## config.mk

```make
export PLATFORM = sky130hd
export DESIGN_NAME = mole_judge
export DESIGN_NICKNAME = d
export VERILOG_FILES = /design/src/rtl/mole_judge.sv
export SDC_FILE = /design/constraint.sdc
export NUM_CORES = 1
export LEC_CHECK = 0
export CAP_MARGIN = 25
export CORE_MARGIN = 4
export CORE_UTILIZATION = 25
export DETAILED_ROUTE_END_ITERATION = 7
export PLACE_DENSITY = 0.47
export SETUP_SLACK_MARGIN = 0.02
export SLEW_MARGIN = 25
export SYNTH_ARGS = -nofsm -noshare
export SYNTH_HDL_FRONTEND = slang
export SYNTH_SLANG_ARGS = --single-unit
```

## constraint.sdc

```tcl
create_clock -name clk -period 4.3 [get_ports clk]
set_clock_uncertainty 0.2 [all_clocks]
set_input_delay 0.645 -clock clk [delete_from_list [all_inputs] [get_ports clk]]
set_output_delay 0.645 -clock clk [all_outputs]
set_load 0.1 [all_outputs]
```

## src/rtl/mole_judge.sv

```systemverilog
// rtl/mole_judge.sv - whack-a-mole judge: mole selection and timing, hit/miss scoring, BCD counts
// Optional feature macro: MOLE_SW_SYNC_EN (adds a synchronizer flop ahead of the switch sample)
module mole_judge #(
  parameter int TICK_SLOW = 100_000_000,
  parameter int TICK_FAST = 50_000_000,
  parameter int GAP_TICKS = 25_000_000,
  parameter int MAX_MISS  = 5
) (
  input  logic       clk,
  input  logic       rst,
  input  logic       pause,
  input  logic       lev,
  input  logic [7:0] sw,
  output logic [7:0] led,
  output logic [7:0] score_bcd,
  output logic [7:0] miss_bcd,
  output logic       hit_p,
  output logic       miss_p,
  output logic       game_over
);

  typedef enum logic [1:0] {ST_GAP, ST_SHOW, ST_OVER} state_t;

  // Timers count down to zero, so every load is the duration minus one.
  localparam logic [31:0] GAP_LOAD  = 32'(GAP_TICKS - 1);
  localparam logic [31:0] SLOW_LOAD = 32'(TICK_SLOW - 1);
  localparam logic [31:0] FAST_LOAD = 32'(TICK_FAST - 1);
  localparam logic [7:0]  MISS_END  = {4'(MAX_MISS / 10), 4'(MAX_MISS % 10)};

  state_t      r_state;
  logic [31:0] r_timer;
  logic [15:0] r_lfsr;
  logic [2:0]  r_prev;
  logic [7:0]  r_led;
  logic [7:0]  r_score;
  logic [7:0]  r_miss;
  logic        r_hit_p;
  logic        r_miss_p;
  logic        r_over;
  logic [7:0]  r_s;
  logic [7:0]  r_s_prev;

  state_t      w_state_n;
  logic [31:0] w_timer_n;
  logic [2:0]  w_prev_n;
  logic [7:0]  w_led_n;
  logic [7:0]  w_score_n;
  logic [7:0]  w_miss_n;
  logic        w_hit_n;
  logic        w_miss_p_n;
  logic        w_over_n;

  logic [7:0]  w_press;
  logic        w_wrong;
  logic        w_hit;
  logic        w_lfsr_fb;
  logic [2:0]  w_cand;
  logic [2:0]  w_idx;
  logic [7:0]  w_miss_inc;

  function automatic logic [7:0] bcd_inc(input logic [7:0] v);
    if (v[3:0] == 4'd9) bcd_inc = {v[7:4] + 4'd1, 4'd0};
    else                bcd_inc = {v[7:4], v[3:0] + 4'd1};
  endfunction

`ifdef MOLE_SW_SYNC_EN
  logic [7:0] r_sw_meta;

  // Two-flop synchronizer; r_s is the second stage.
  always_ff @(posedge clk or posedge rst) begin
    if (rst) begin
      r_sw_meta <= '0;
      r_s       <= '0;
    end else begin
      r_sw_meta <= sw;
      r_s       <= r_sw_meta;
    end
  end
`else
  // Single sample register for the switches.
  always_ff @(posedge clk or posedge rst) begin
    if (rst) r_s <= '0;
    else     r_s <= sw;
  end
`endif

  // Previous sample keeps updating during pause so held switches never count later.
  always_ff @(posedge clk or posedge rst) begin
    if (rst) r_s_prev <= '0;
    else     r_s_prev <= r_s;
  end

  // Free-running LFSR (taps 16,14,13,11), advances even while paused.
  assign w_lfsr_fb = r_lfsr[15] ^ r_lfsr[13] ^ r_lfsr[12] ^ r_lfsr[10];

  always_ff @(posedge clk or posedge rst) begin
    if (rst) r_lfsr <= 16'hACE1;
    else     r_lfsr <= {r_lfsr[14:0], w_lfsr_fb};
  end

  assign w_press    = r_s & ~r_s_prev;
  assign w_wrong    = |(w_press & ~r_led);
  assign w_hit      = (|w_press) && !w_wrong;
  assign w_cand     = r_lfsr[2:0];
  assign w_idx      = (w_cand == r_prev) ? w_cand + 3'd1 : w_cand;
  assign w_miss_inc = bcd_inc(r_miss);

  // Next-state and next-output decisions; nothing moves while paused.
  always_comb begin
    w_state_n  = r_state;
    w_timer_n  = r_timer;
    w_prev_n   = r_prev;
    w_led_n    = r_led;
    w_score_n  = r_score;
    w_miss_n   = r_miss;
    w_hit_n    = 1'b0;
    w_miss_p_n = 1'b0;
    w_over_n   = r_over;
    if (!pause) begin
      case (r_state)
        ST_GAP: begin
          if (r_timer == 32'd0) begin
            w_state_n = ST_SHOW;
            w_led_n   = 8'd1 << w_idx;
            w_prev_n  = w_idx;
            w_timer_n = lev ? FAST_LOAD : SLOW_LOAD;
          end else begin
            w_timer_n = r_timer - 32'd1;
          end
        end
        ST_SHOW: begin
          if (w_hit) begin
            if (r_score != 8'h99) w_score_n = bcd_inc(r_score);
            w_hit_n   = 1'b1;
            w_state_n = ST_GAP;
            w_led_n   = 8'h00;
            w_timer_n = GAP_LOAD;
          end else if (w_wrong || (r_timer == 32'd0)) begin
            w_miss_n   = w_miss_inc;
            w_miss_p_n = 1'b1;
            if (w_miss_inc == MISS_END) begin
              w_state_n = ST_OVER;
              w_led_n   = 8'hFF;
              w_over_n  = 1'b1;
            end else begin
              w_state_n = ST_GAP;
              w_led_n   = 8'h00;
              w_timer_n = GAP_LOAD;
            end
          end else begin
            w_timer_n = r_timer - 32'd1;
          end
        end
        default: ;
      endcase
    end
  end

  // Game state, timer, counts and output registers.
  always_ff @(posedge clk or posedge rst) begin
    if (rst) begin
      r_state  <= ST_GAP;
      r_timer  <= GAP_LOAD;
      r_prev   <= 3'd0;
      r_led    <= 8'h00;
      r_score  <= 8'h00;
      r_miss   <= 8'h00;
      r_hit_p  <= 1'b0;
      r_miss_p <= 1'b0;
      r_over   <= 1'b0;
    end else begin
      r_state  <= w_state_n;
      r_timer  <= w_timer_n;
      r_prev   <= w_prev_n;
      r_led    <= w_led_n;
      r_score  <= w_score_n;
      r_miss   <= w_miss_n;
      r_hit_p  <= w_hit_n;
      r_miss_p <= w_miss_p_n;
      r_over   <= w_over_n;
    end
  end

  assign led       = r_led;
  assign score_bcd = r_score;
  assign miss_bcd  = r_miss;
  assign hit_p     = r_hit_p;
  assign miss_p    = r_miss_p;
  assign game_over = r_over;

endmodule

```

* Yosys cells after proc, flatten, opt, wreduce, memory -nomap -nowiden
Index checks and enable logic that the tools add are counted.
** Operators by class
- Add/subtract/negate cells :: 6
- $mul :: 0
- Div/mod/pow operators :: 0
- $lt $le $gt $ge :: 0
- Eq/ne operators :: 9
- Shift-type cells :: 1
- Muxes and demuxes :: 26
- Bitwise gates (word level) :: 9
- Reductions and logical operators :: 15
** Operator list (count)
- $mux 32 :: 4
- $pmux 32 s2 :: 1
- $mux 8 :: 5
- $logic_not 32->1 :: 1
- $sub 32x1->32 const B :: 1
- $mux 27 :: 1
- $add 4x1->4 const B :: 4
- $and 8x8->8 :: 2
- $not 8->8 :: 2
- $pmux 8 s2 :: 1
- $reduce_or 8->1 :: 2
- $reduce_and 4->1 :: 3
- $reduce_and 5->1 :: 2
- $eq 4x4->1 const B :: 2
- $eq 8x3->1 const B :: 1
- $mux 2 :: 4
- $ne 8x8->1 const B :: 1
- $shl 1x3->8 const A :: 1
- $mux 1 :: 7
- $reduce_and 3->1 :: 2
- $mux 4 :: 1
- $ne 4x4->1 const B :: 1
- $pmux 2 s2 :: 1
- $add 3x1->3 const B :: 1
- 12 further kinds :: 15
** Storage, ports and cells
- Register bits after elaboration :: 96
- Latch bits :: 0
- Bits in writable memories :: 0
- ROM bits :: 0
- Bits of input ports :: 12
- Output and inout bits :: 27
- Word-level logic and storage cells :: 79
- Memories kept :: 0

* Longest topological paths before layout
- Depth after elaboration :: 9
- Depth in mapped cells :: 12
- Depth with buffers taken out :: 9

* Worst setup path before layout
OpenSTA, ideal clock, no wires.
- Path kind :: register to register
- From :: register r_led[4], in the netlist led[4]
- To :: register r_score[7], in the netlist score_bcd[7]
- Library setup time :: 0.158 ns
- Data arrival time :: 2.947 ns
- Data required time :: 3.942 ns
- Setup slack :: 0.995 ns
- Cell stages (with the launch flop) :: 8
- Path buffers :: 1
- Period minus slack after synthesis :: 3.305 ns
- Path through :: dfrtp_1 > o22ai_1 > or4_1 > nor4_1 > and3b_1 > clkbuf_1 > nand4_1 > xnor2_1
** Between the ends
- Longest elaborated chain between the ends :: 6
** Ends and longest elaborated chain
- start, declared :: RTL line 34 : logic [7:0] r_led;
- start signal, assigned :: RTL line 175 : r_led <= w_led_n;
- $not 8->8 :: RTL line 102 : assign w_wrong = |(w_press & ~r_led);
- $and 8x8->8 :: RTL line 102
- $reduce_or 8->1 :: RTL line 102
- $logic_not 1->1 :: RTL line 103 : assign w_hit = (|w_press) && !w_wrong;
- $logic_and 1x1->1 :: RTL line 103
- $reduce_and 5->1 (no line)
- end signal, assigned :: RTL line 176 : r_score <= w_score_n;
- end, declared :: RTL line 35 : logic [7:0] r_score;
Every way passes these cells.
A chain may end at the register's enable or synchronous reset.

* Worst setup path after layout
- From :: register r_timer[15]
- To :: register r_timer[7]
** Between the ends
- Longest elaborated chain between the ends :: 5
- Elaborated cells between the ends (all ways) :: 8
- Those cells by class :: eq/ne: 1; mux: 4; reduce/logical: 3
** Ends and longest elaborated chain
- start, declared :: RTL line 31 : logic [31:0] r_timer;
- start signal, assigned :: RTL line 173 : r_timer <= w_timer_n;
- $logic_not 32->1 (*) :: RTL line 122, 138
- $logic_or 1x1->1 :: RTL line 138 : end else if (w_wrong || (r_timer == 32'd0)) begin
- $mux 32 :: RTL line 138
- $mux 32 :: RTL line 132 : if (w_hit) begin
- $pmux 32 s2 :: RTL line 120 : case (r_state)
Every way passes the cells marked *; elsewhere a longest branch is shown, timed or not.

==> flow_metrics.tcl <==
set metrics [dict create \
    crit_required_ns 4.38 \
    async_flop_share_pct 100 \
    seqCellArea_um2 2430 \
    rsz0062_at_grt "no" \
    p_seq_share_pct 50.2 \
    netlist_instances 442 \
    viasPerCell 4.77 \
    dpl-instance-area_um2 5040 \
    cp-end-kind "flip-flop" \
    fp.dieH_um 141 \
    p_leak_uw 0.00218 \
    h-tree-depth 3 \
    layout_common_cells "dfrtp_1, nand2_1, nor2_1" \
    clk_pin_slew_ns 0.07 \
    timing.fmax_ghz 0.290 \
    synth-simple-area-share_pct 19.5 \
    synth_nets 459 \
    drive_above_1_share_pct 12.3 \
    start_util_pct 25.5 \
    hold_viol 0 \
    vias 3396 \
    muxShareOfSynthArea_pct 0.765 \
    multi_input_area_um2 1880 \
    grt_start_max_net_pins 43 \
    finalCriticalPeriod_ns 3.45 \
    synth_fa_ha_area_share_pct 1.42 \
    tns_ns 0 \
    switching_share_pct 30.0 \
    crit_path_start_kind "flip-flop" \
    synth_cell_types 46 \
    place_hpwl_um 7140 \
    status "finished, final reports clean" \
    setup_viol 0 \
    pin_count 39 \
    clk_latency_ns 0.35 \
    drtIter0Drc 205 \
    powerDensity_nw_per_um2 411 \
    p_int_uw 1530 \
    overflow 0 \
    slew_viol_final 0 \
    wl_per_cell_um 14.1 \
    first_pass_iters 5 \
    p_sw_uw 656 \
    synth_compound_area_share_pct 17.6 \
    postCtsSetupBuffers 0 \
    synth_ff_type "dfrtp_1" \
    synth_top_family_by_area "simple AND/OR/NAND/NOR gates" \
    coreArea_um2 17300 \
    grt_pass1_vias 3339 \
    ant_nets 0 \
    stdcell_count 712 \
    hold_path_class "flip-flop to flip-flop" \
    clockRootBuffer "clkbuf_16" \
    fillerInstances 1804 \
    peakVddDrop_mv 0.189 \
    io_buffers 38 \
    synth_xor_area_share_pct 3.17 \
    crit_fanout 7 \
    cts_buffers 9 \
    hold_buffers 0 \
    slew_headroom_pct 34.2 \
    finish.instance_area_um2 5330 \
    critPathKind "flip-flop to flip-flop" \
    tritoncts "done" \
    dieArea_um2 19900 \
    power.share.clock_pct 35.7 \
    routed_wl_um 10000 \
    synth_edf_count 0 \
    die_x_um 141 \
    area_delta_synth_final_pct 20.6 \
    finalCritPeriodShare_pct 80.2 \
    routabilityCongestion 0.779 \
    tightest_slew_ns 0.983 \
    final_common_cell "dfrtp_1" \
    diodes 0 \
    fin_nets 499 \
    ys_seq_area_share_pct 55.1 \
    yosys_warnings 0 \
    ctsResizeCount 0 \
    clock_sinks 96 \
    synth_seq_cells 96 \
    antenna_found_initial 0 \
    clock_path_buffers 2 \
    maxCapViolCount 0 \
    grt_pass1_wl_um 17000 \
    num_rows 48 \
    drc 0 \
    track_usage_pct 10.7 \
    syn_area_um2 4420 \
    pwr-share-comb_pct 14.1 \
    dp_cells 696 \
    syn_area_per_cell_um2 10.0 \
    cp.arrival_ns 3.53 \
]
[flip-flops by register name (all words and copies together), names as in the netlist]
register,count
game_over,1
hit_p,1
led,8
miss_bcd,8
miss_p,1
r_lfsr,16
r_prev,3
r_s,8
r_s_prev,8
r_state,2
r_timer,32
score_bcd,8
[critical path, cell delays in order, from the launching register on]
cell	delay, ns
dfrtp_1	0.42
or4_1	0.59
or3_1	0.45
or2_2	0.37
nor4_1	0.67
nand2b_1	0.37
a21oi_1	0.23
a21o_1	0.10
[layer usage]
layer  GRT usage, %  vias up  share of wire, %
li1               -     1684                 -
met1           14.4     1623                49
met2           16.0       75                44
met3           2.34       14               5.1
met4           5.61        0               2.3
met5              0        -                 0
[path summary, 6_finish.rpt]
kind | to | start | slack, ns | cells past startpoint
max in group asynchronous | r_lfsr[10] | rst | 2.50 | 3
hold reg to reg | r_lfsr[7] | r_lfsr[6] | 0.16 | 0
min in group asynchronous | hit_p | rst | 0.52 | 2
setup reg to reg | r_timer[7] | r_timer[15] | 0.85 | 7
hold / removal | r_lfsr[7] | r_lfsr[6] | 0.16 | 0
setup / recovery | r_timer[7] | r_timer[15] | 0.85 | 7
[cell usage after synthesis, types with 6 or more instances]
cell type / instances / share of area (%)
nand4_1: 8 / 1.1
nand2_1: 42 / 3.6
o31ai_1: 8 / 1.4
nand2b_1: 15 / 2.1
o21ai_0: 34 / 3.9
inv_1: 10 / 0.85
xnor2_1: 12 / 2.4
a21oi_1: 37 / 4.2
a31oi_1: 11 / 1.6
nand3_1: 13 / 1.5
nor2_1: 41 / 3.5
o22ai_1: 6 / 0.85
buf_2: 6 / 0.68
dfstp_2: 25 / 15
nor3_1: 17 / 1.9
nor4_1: 11 / 1.6
dfrtp_1: 71 / 40
[power by group through the flow]
| stage | Clock, µW | Sequential (µW) | Combinational (µW) |
|---|---|---|---|
| final | 781 | 1100 | 309 |
| after global routing | 838 | 1110 | 347 |
| after CTS | 805 | 1100 | 313 |
| after detailed placement | 0 | 1110 | 313 |
| after global placement | 0 | 1110 | 309 |
| after floorplan | 0 | 1150 | 177 |
[stage by stage]
| stage | total power [µW] | hold WS [ns] | util (%) | setup WS [ns] |
|---|---|---|---|---|
| finish | 2190 | 0.157 | 30.8 | 0.850 |
| global placement | 1420 | 0.139 | 29.1 | 0.828 |
| floorplan | 1330 | 0.131 | - | 0.991 |
| CTS | 2210 | 0.158 | 30.8 | 0.622 |
| global route | 2290 | 0.160 | 30.8 | 0.495 |
| detailed placement | 1420 | 0.143 | 29.1 | 0.633 |
[area by class of cell]
type / instances / share of cell area (%)
flip-flops and latches: 96 / 45.7
clock buffers: 10 / 4.49
inverters: 10 / 0.728
repair buffers: 42 / 7.70
well taps: 225 / 5.28
multi-input cells: 323 / 35.2
clock inverters: 6 / 0.892
[kinds of logic (layout without fill, tap and decap cells)]
group,Yosys count,count (layout)
simple gates,173,173
compound gates,126,126
flops,96,96
buf+inv,23,68
xor+xnor,16,16
fa+ha+maj,5,5
mux,3,3
Note: power is estimated with default switching activity, not from simulation.
